[src/rtl/conv_tile_sched_pkg.sv]
// Shared state encoding and derived-geometry helpers for the conv tile scheduler.
package conv_tile_sched_pkg;

  typedef enum logic [2:0] {
    S_IDLE,
    S_ISSUE,
    S_COMPUTE,
    S_DRAIN_ISSUE,
    S_DRAIN,
    S_NEXT,
    S_FINISH
  } state_t;

  function automatic int ofm_size(input int ifm, input int wsz);
    return ifm - wsz + 1;
  endfunction

  function automatic int npix(input int ifm, input int wsz);
    return ofm_size(ifm, wsz) * ofm_size(ifm, wsz);
  endfunction

  // Number of tiles (NPT for pixels, NFG for filters).
  function automatic int num_tiles(input int total, input int sz);
    return (total + sz - 1) / sz;
  endfunction

  function automatic int last_cnt(input int total, input int sz);
    return total - (num_tiles(total, sz) - 1) * sz;
  endfunction

  function automatic int width_of(input int n);
    return $clog2(n + 1);
  endfunction

endpackage

[src/rtl/conv_tile_scheduler_tile_index_counter.sv]
// Two-level tile walker: pixel tile inner, filter group outer. Base and count
// registers are updated together so they can drive the compute fields directly.
module tile_index_counter
  import conv_tile_sched_pkg::*;
#(
  parameter int NPIX   = 3844,
  parameter int NFILT  = 16,
  parameter int SZ     = 16,
  parameter int PIX_W  = 12,
  parameter int FILT_W = 5,
  parameter int CNT_W  = 5
) (
  input  logic              clk,
  input  logic              rst,
  input  logic              clear,
  input  logic              advance,
  output logic [PIX_W-1:0]  pix_base,
  output logic [CNT_W-1:0]  pix_cnt,
  output logic [FILT_W-1:0] filt_base,
  output logic [CNT_W-1:0]  filt_cnt,
  output logic              last_pix_tile,
  output logic              last_tile
);

  localparam logic [CNT_W-1:0]  FULL_CNT       = CNT_W'(SZ);
  localparam logic [PIX_W-1:0]  PIX_STEP       = PIX_W'(SZ);
  localparam logic [PIX_W-1:0]  PIX_LAST_BASE  = PIX_W'((num_tiles(NPIX, SZ) - 1) * SZ);
  localparam logic [CNT_W-1:0]  PIX_LAST_CNT   = CNT_W'(last_cnt(NPIX, SZ));
  localparam logic [CNT_W-1:0]  PIX_FIRST_CNT  = (num_tiles(NPIX, SZ) == 1) ? PIX_LAST_CNT : FULL_CNT;
  localparam logic [FILT_W-1:0] FILT_STEP      = FILT_W'(SZ);
  localparam logic [FILT_W-1:0] FILT_LAST_BASE = FILT_W'((num_tiles(NFILT, SZ) - 1) * SZ);
  localparam logic [CNT_W-1:0]  FILT_LAST_CNT  = CNT_W'(last_cnt(NFILT, SZ));
  localparam logic [CNT_W-1:0]  FILT_FIRST_CNT = (num_tiles(NFILT, SZ) == 1) ? FILT_LAST_CNT : FULL_CNT;

  logic [PIX_W-1:0]  pix_next;
  logic [FILT_W-1:0] filt_next;
  logic              last_filt_group;

  assign pix_next        = pix_base + PIX_STEP;
  assign filt_next       = filt_base + FILT_STEP;
  assign last_pix_tile   = (pix_base == PIX_LAST_BASE);
  assign last_filt_group = (filt_base == FILT_LAST_BASE);
  assign last_tile       = last_pix_tile && last_filt_group;

  always_ff @(posedge clk or posedge rst) begin
    if (rst) begin
      pix_base  <= '0;
      pix_cnt   <= '0;
      filt_base <= '0;
      filt_cnt  <= '0;
    end else if (clear) begin
      pix_base  <= '0;
      pix_cnt   <= PIX_FIRST_CNT;
      filt_base <= '0;
      filt_cnt  <= FILT_FIRST_CNT;
    end else if (advance) begin
      if (last_pix_tile) begin
        pix_base <= '0;
        pix_cnt  <= PIX_FIRST_CNT;
        if (last_filt_group) begin
          filt_base <= '0;
          filt_cnt  <= FILT_FIRST_CNT;
        end else begin
          filt_base <= filt_next;
          filt_cnt  <= (filt_next == FILT_LAST_BASE) ? FILT_LAST_CNT : FULL_CNT;
        end
      end else begin
        pix_base <= pix_next;
        pix_cnt  <= (pix_next == PIX_LAST_BASE) ? PIX_LAST_CNT : FULL_CNT;
      end
    end
  end

endmodule

[src/rtl/conv_tile_scheduler.sv]
// Layer sequencer: issues compute then drain for every tile, filter group outer.
// CONV_TILE_SCHED_OVERLAP_EN overlaps drain of tile N with compute of tile N+1.
module conv_tile_scheduler
  import conv_tile_sched_pkg::*;
#(
  parameter int SYSTOLIC_SIZE = 16,
  parameter int IFM_SIZE      = 64,
  parameter int IFM_CHANNEL   = 3,
  parameter int WEIGHT_SIZE   = 3,
  parameter int WEIGHT_FILTER = 16,
  localparam int NPIX   = npix(IFM_SIZE, WEIGHT_SIZE),
  localparam int K_LEN  = IFM_CHANNEL * WEIGHT_SIZE * WEIGHT_SIZE,
  localparam int PIX_W  = width_of(NPIX),
  localparam int FILT_W = width_of(WEIGHT_FILTER),
  localparam int CNT_W  = width_of(SYSTOLIC_SIZE),
  localparam int KW     = width_of(K_LEN)
) (
  input  logic              clk,
  input  logic              rst,
  input  logic              start,
  input  logic              abort,
  output logic              busy,
  output logic              done,
  output logic              err,
  output logic              cmp_start,
  output logic [PIX_W-1:0]  cmp_pix_base,
  output logic [CNT_W-1:0]  cmp_pix_cnt,
  output logic [FILT_W-1:0] cmp_filt_base,
  output logic [CNT_W-1:0]  cmp_filt_cnt,
  output logic [KW-1:0]     cmp_k_len,
  input  logic              cmp_done,
  output logic              drn_start,
  output logic [PIX_W-1:0]  drn_pix_base,
  output logic [CNT_W-1:0]  drn_pix_cnt,
  output logic [FILT_W-1:0] drn_filt_base,
  output logic [CNT_W-1:0]  drn_filt_cnt,
  input  logic              drn_done
);

  state_t state;
  logic   clear, advance, last_tile, pix_wrap_unused;
`ifdef CONV_TILE_SCHED_OVERLAP_EN
  logic   cmp_seen, drn_seen, both_seen;
`endif

  // The counter registers are the cmp_ fields; they move only on clear/advance.
  tile_index_counter #(
    .NPIX(NPIX), .NFILT(WEIGHT_FILTER), .SZ(SYSTOLIC_SIZE),
    .PIX_W(PIX_W), .FILT_W(FILT_W), .CNT_W(CNT_W)
  ) u_idx (
    .clk(clk), .rst(rst), .clear(clear), .advance(advance),
    .pix_base(cmp_pix_base), .pix_cnt(cmp_pix_cnt),
    .filt_base(cmp_filt_base), .filt_cnt(cmp_filt_cnt),
    .last_pix_tile(pix_wrap_unused), .last_tile(last_tile)
  );

  always_comb begin
    clear = (state == S_IDLE) && start && !abort;
`ifdef CONV_TILE_SCHED_OVERLAP_EN
    both_seen = (cmp_seen || cmp_done) && (drn_seen || drn_done);
    advance   = (state == S_COMPUTE) && both_seen && !last_tile && !abort;
`else
    advance   = (state == S_NEXT) && !last_tile && !abort;
`endif
  end

  always_ff @(posedge clk or posedge rst) begin
    if (rst) begin
      state         <= S_IDLE;
      busy          <= 1'b0;
      done          <= 1'b0;
      err           <= 1'b0;
      cmp_start     <= 1'b0;
      cmp_k_len     <= '0;
      drn_start     <= 1'b0;
      drn_pix_base  <= '0;
      drn_pix_cnt   <= '0;
      drn_filt_base <= '0;
      drn_filt_cnt  <= '0;
`ifdef CONV_TILE_SCHED_OVERLAP_EN
      cmp_seen      <= 1'b0;
      drn_seen      <= 1'b0;
`endif
    end else begin
      cmp_start <= 1'b0;
      drn_start <= 1'b0;
      done      <= 1'b0;
      cmp_k_len <= KW'(K_LEN);
      if (abort) begin
        state <= S_IDLE;
        busy  <= 1'b0;
      end else begin
`ifdef CONV_TILE_SCHED_OVERLAP_EN
        if (cmp_done && !(state == S_COMPUTE && !cmp_seen)) err <= 1'b1;
        if (drn_done && !((state == S_COMPUTE && !drn_seen) || state == S_DRAIN)) err <= 1'b1;
`else
        if (cmp_done && state != S_COMPUTE) err <= 1'b1;
        if (drn_done && state != S_DRAIN) err <= 1'b1;
`endif
        case (state)
          S_IDLE: if (start) begin
            state     <= S_ISSUE;
            busy      <= 1'b1;
            err       <= 1'b0;
            cmp_start <= 1'b1;
`ifdef CONV_TILE_SCHED_OVERLAP_EN
            cmp_seen  <= 1'b0;
            drn_seen  <= 1'b1;
`endif
          end
          S_ISSUE: state <= S_COMPUTE;
`ifdef CONV_TILE_SCHED_OVERLAP_EN
          S_COMPUTE: begin
            // Each completion is held until its partner arrives.
            if (cmp_done) cmp_seen <= 1'b1;
            if (drn_done) drn_seen <= 1'b1;
            if (both_seen) begin
              state         <= S_DRAIN_ISSUE;
              drn_start     <= 1'b1;
              cmp_start     <= !last_tile;
              cmp_seen      <= 1'b0;
              drn_seen      <= 1'b0;
              drn_pix_base  <= cmp_pix_base;
              drn_pix_cnt   <= cmp_pix_cnt;
              drn_filt_base <= cmp_filt_base;
              drn_filt_cnt  <= cmp_filt_cnt;
            end
          end
          S_DRAIN_ISSUE: state <= cmp_start ? S_COMPUTE : S_DRAIN;
`else
          S_COMPUTE: if (cmp_done) begin
            state         <= S_DRAIN_ISSUE;
            drn_start     <= 1'b1;
            drn_pix_base  <= cmp_pix_base;
            drn_pix_cnt   <= cmp_pix_cnt;
            drn_filt_base <= cmp_filt_base;
            drn_filt_cnt  <= cmp_filt_cnt;
          end
          S_DRAIN_ISSUE: state <= S_DRAIN;
`endif
          S_DRAIN: if (drn_done) state <= S_NEXT;
          S_NEXT: if (last_tile) begin
            state <= S_FINISH;
            done  <= 1'b1;
            busy  <= 1'b0;
          end else begin
            state     <= S_ISSUE;
            cmp_start <= 1'b1;
          end
          S_FINISH: state <= S_IDLE;
          default:  state <= S_IDLE;
        endcase
      end
    end
  end

endmodule
[config.mk]
export PLATFORM = sky130hd
export DESIGN_NAME = conv_tile_scheduler
export DESIGN_NICKNAME = d
export VERILOG_FILES = /design/src/rtl/conv_tile_sched_pkg.sv /design/src/rtl/conv_tile_scheduler_tile_index_counter.sv /design/src/rtl/conv_tile_scheduler.sv
export SDC_FILE = /design/constraint.sdc
export NUM_CORES = 1
export LEC_CHECK = 0
export ABC_AREA = 1
export CAP_MARGIN = 20
export CORE_ASPECT_RATIO = 0.6
export CORE_UTILIZATION = 47
export DETAILED_ROUTE_END_ITERATION = 8
export PLACE_DENSITY = 0.94
export SYNTH_ARGS = -nofsm -noshare
export SYNTH_HDL_FRONTEND = slang
export SYNTH_SLANG_ARGS = --single-unit
[constraint.sdc]
create_clock -name clk -period 2.7 [get_ports clk]
set_clock_uncertainty 0.2 [all_clocks]
set_input_delay 0.54 -clock clk [delete_from_list [all_inputs] [get_ports clk]]
set_output_delay 0.54 -clock clk [all_outputs]
set_load 0.05 [all_outputs]
==> impl_metrics.env <==
export IMPL_status="complete, no violations"
export IMPL_cp_num_buf_inv=1
export IMPL_clockBufferDepth=2
export IMPL_yosysSeqAreaShare=0.447
export IMPL_endpoint_kind="primary output"
export IMPL_cts_tree="yes"
export IMPL_place_ws_ns=0.318
export IMPL_avgSynthCellArea_um2=8.36
export IMPL_rows=17
export IMPL_htree_levels=2
export IMPL_post_drt_wl_per_cell_um=12.7
export IMPL_n_fill_cell=297
export IMPL_layout_cells_non_filler=307
export IMPL_hold_buffers=0
export IMPL_path_cells="clkdlybuf4s50_1"
export IMPL_diodes=0
export IMPL_routed_wl_mm=3.88
export IMPL_peakVddDrop_v=0.000861
export IMPL_timing_max_cap_violations=0
export IMPL_postCtsSetupBuffers=0
export IMPL_crit_family="buffers and inverters"
export IMPL_grt_pass1_wl_mm=6.43
export IMPL_antenna_left=0
export IMPL_leakagePower_nw=1.06
export IMPL_ios=70
export IMPL_dp_cells=299
export IMPL_layout_setup_ws_ns=0.330
export IMPL_critPathMaxStageDelay_ns=0.85
export IMPL_synthTopCellsByArea="dfrtp_1 (45%), buf_4 (14%), nand2_1 (10%), o21ai_0 (4.3%), inv_1 (4.1%)"
export IMPL_final_cell_mix="nand2_1 (50), clkdlybuf4s50_1 (38), dfrtp_1 (33)"
export IMPL_antenna_found_initial=0
export IMPL_areaGrowthSynthToFinish_pct=20.3
export IMPL_dp_hpwl_mm=2.88
export IMPL_grt_total_usage=0.208
export IMPL_via_count=1507
export IMPL_critPathMaxFanout=6
export IMPL_grt_start_max_net_pins=34
export IMPL_design_area_um2=2220
export IMPL_fin_crit_sh=0.878
export IMPL_finalCriticalPeriod_ns=2.37
export IMPL_hold_path_class="reg -> reg"
export IMPL_die_area_um2=4190
export IMPL_core_um2=3720
export IMPL_finalHoldViolations=0
export IMPL_grt_pass1_vias=1307
export IMPL_tightest_slew_ns=0.503
export IMPL_synth_distinct_cells=24
export IMPL_die_width_um=82.9
export IMPL_final_common_cell="nand2_1"
export IMPL_cts_root_buffer="clkbuf_8"
export IMPL_numPortBuffers=38
export IMPL_path_class="reg -> out"
export IMPL_place_congestion=0.967
export IMPL_dieHeight_um=50.6
export IMPL_yosys_warnings=0
export IMPL_setup_viol=0
export IMPL_synth_seq_cells=33
export IMPL_synth_flop_cell="dfrtp_1"
export IMPL_final_util=0.597
export IMPL_fin_tns_setup_ns=0
export IMPL_clock_latency_ns=0.29
export IMPL_synth_edf_count=0
export IMPL_required_ns=1.96
export IMPL_power_density_nw_per_um2=1200
export IMPL_drive_gt1_frac=0.0846
export IMPL_numCtsBuffers=5
export IMPL_syn_inst=221
export IMPL_crit_arrival_ns=1.63
export IMPL_clock_sinks=33
export IMPL_crit_slowest_cell="clkdlybuf4s50_1"
export IMPL_route_detailed_drc=0
export IMPL_syn_area_um2=1850
export IMPL_vias_per_cell=4.91
export IMPL_synthArstFlopShare=1.00
export IMPL_fmax_mhz=422
export IMPL_fin_hold_ws_ns=0.288
export IMPL_dr_first_iter_drc_count=121
export IMPL_rsz0062_at_grt="false"
export IMPL_synth_top_cell_by_area="dfrtp_1"
export IMPL_initial_core_util=0.496
export IMPL_cp_start_kind="flop"
export IMPL_place_area_um2=2110
export IMPL_drtPass1Iterations=4
export IMPL_yosysTopAreaCellShare=0.447
export IMPL_clk_pin_slew_ns=0.07
export IMPL_post_cts_resized=0
export IMPL_grt_overflow_total=0
export IMPL_nets=268
export IMPL_timing_final_max_slew_violations=0
export IMPL_slew_headroom=0.664
export IMPL_p_total_mw=2.66
routing by layer:
layer | track usage | wire length (um) | vias to the layer above
met5 | 0 | 0 | -
met4 | 0.0920 | 72 | 0
met3 | 0.0641 | 392 | 13
met2 | 0.292 | 1590 | 86
met1 | 0.294 | 1830 | 698
li1 | - | - | 710
path summary, 6_finish.rpt:
path                                   start                 to  slack (ns)  cells past startpoint
min in group asynchronous                rst     drn_pix_cnt[4]        0.44                      3
max                        u_idx.pix_base[8]    cmp_pix_base[8]        0.33                      1
min                         drn_pix_base[11]   drn_pix_base[11]        0.29                      2
min reg2reg                 drn_pix_base[11]   drn_pix_base[11]        0.29                      2
max in group asynchronous                rst           state[0]        1.56                      3
max reg2reg                u_idx.pix_base[4]  u_idx.pix_base[5]        0.63                      9
final cells by class:
type                       count  area, um^2  share of cell area
timing repair buffer          39         388               0.175
clock inverter                 1        30.0              0.0135
tap                           47        58.8              0.0265
sequential                    33         826               0.372
clock buffer                   7        86.3              0.0389
inverter                      23        86.3              0.0389
multi-input combinational    157         747               0.336
where the power goes:
part           switching, mW  internal [mW]
clock network          0.179          0.301
registers              0.160          0.651
logic                  0.984          0.389
cells in the mapped netlist, types with 3 or more instances:
| library cell | number |
|---|---|
| ha_1 | 3 |
| inv_1 | 20 |
| nand3_1 | 14 |
| nor2_1 | 16 |
| o21ai_0 | 16 |
| o21ai_1 | 7 |
| buf_4 | 34 |
| inv_2 | 3 |
| buf_6 | 4 |
| nand2_1 | 50 |
| dfrtp_1 | 33 |
cells by family after synthesis:
group                    after synthesis  share of synthesized area
AND/OR/NAND/NOR                       93                      0.235
buffers and inverters                 61                      0.209
flip-flops                            33                      0.447
AO/OA/AOI/OAI                         28                     0.0793
adder cells (fa/ha/maj)                3                     0.0203
other                                  2                    0.00407
XOR/XNOR                               1                    0.00474
registers in the layout (all words and copies together) (netlist names), 2 cells and up:
register,cells
drn_pix_cnt,2
drn_pix_base,8
u_idx.pix_base,8
state,3
u_idx.pix_cnt,2
Power figures use the tool's default switching activity.
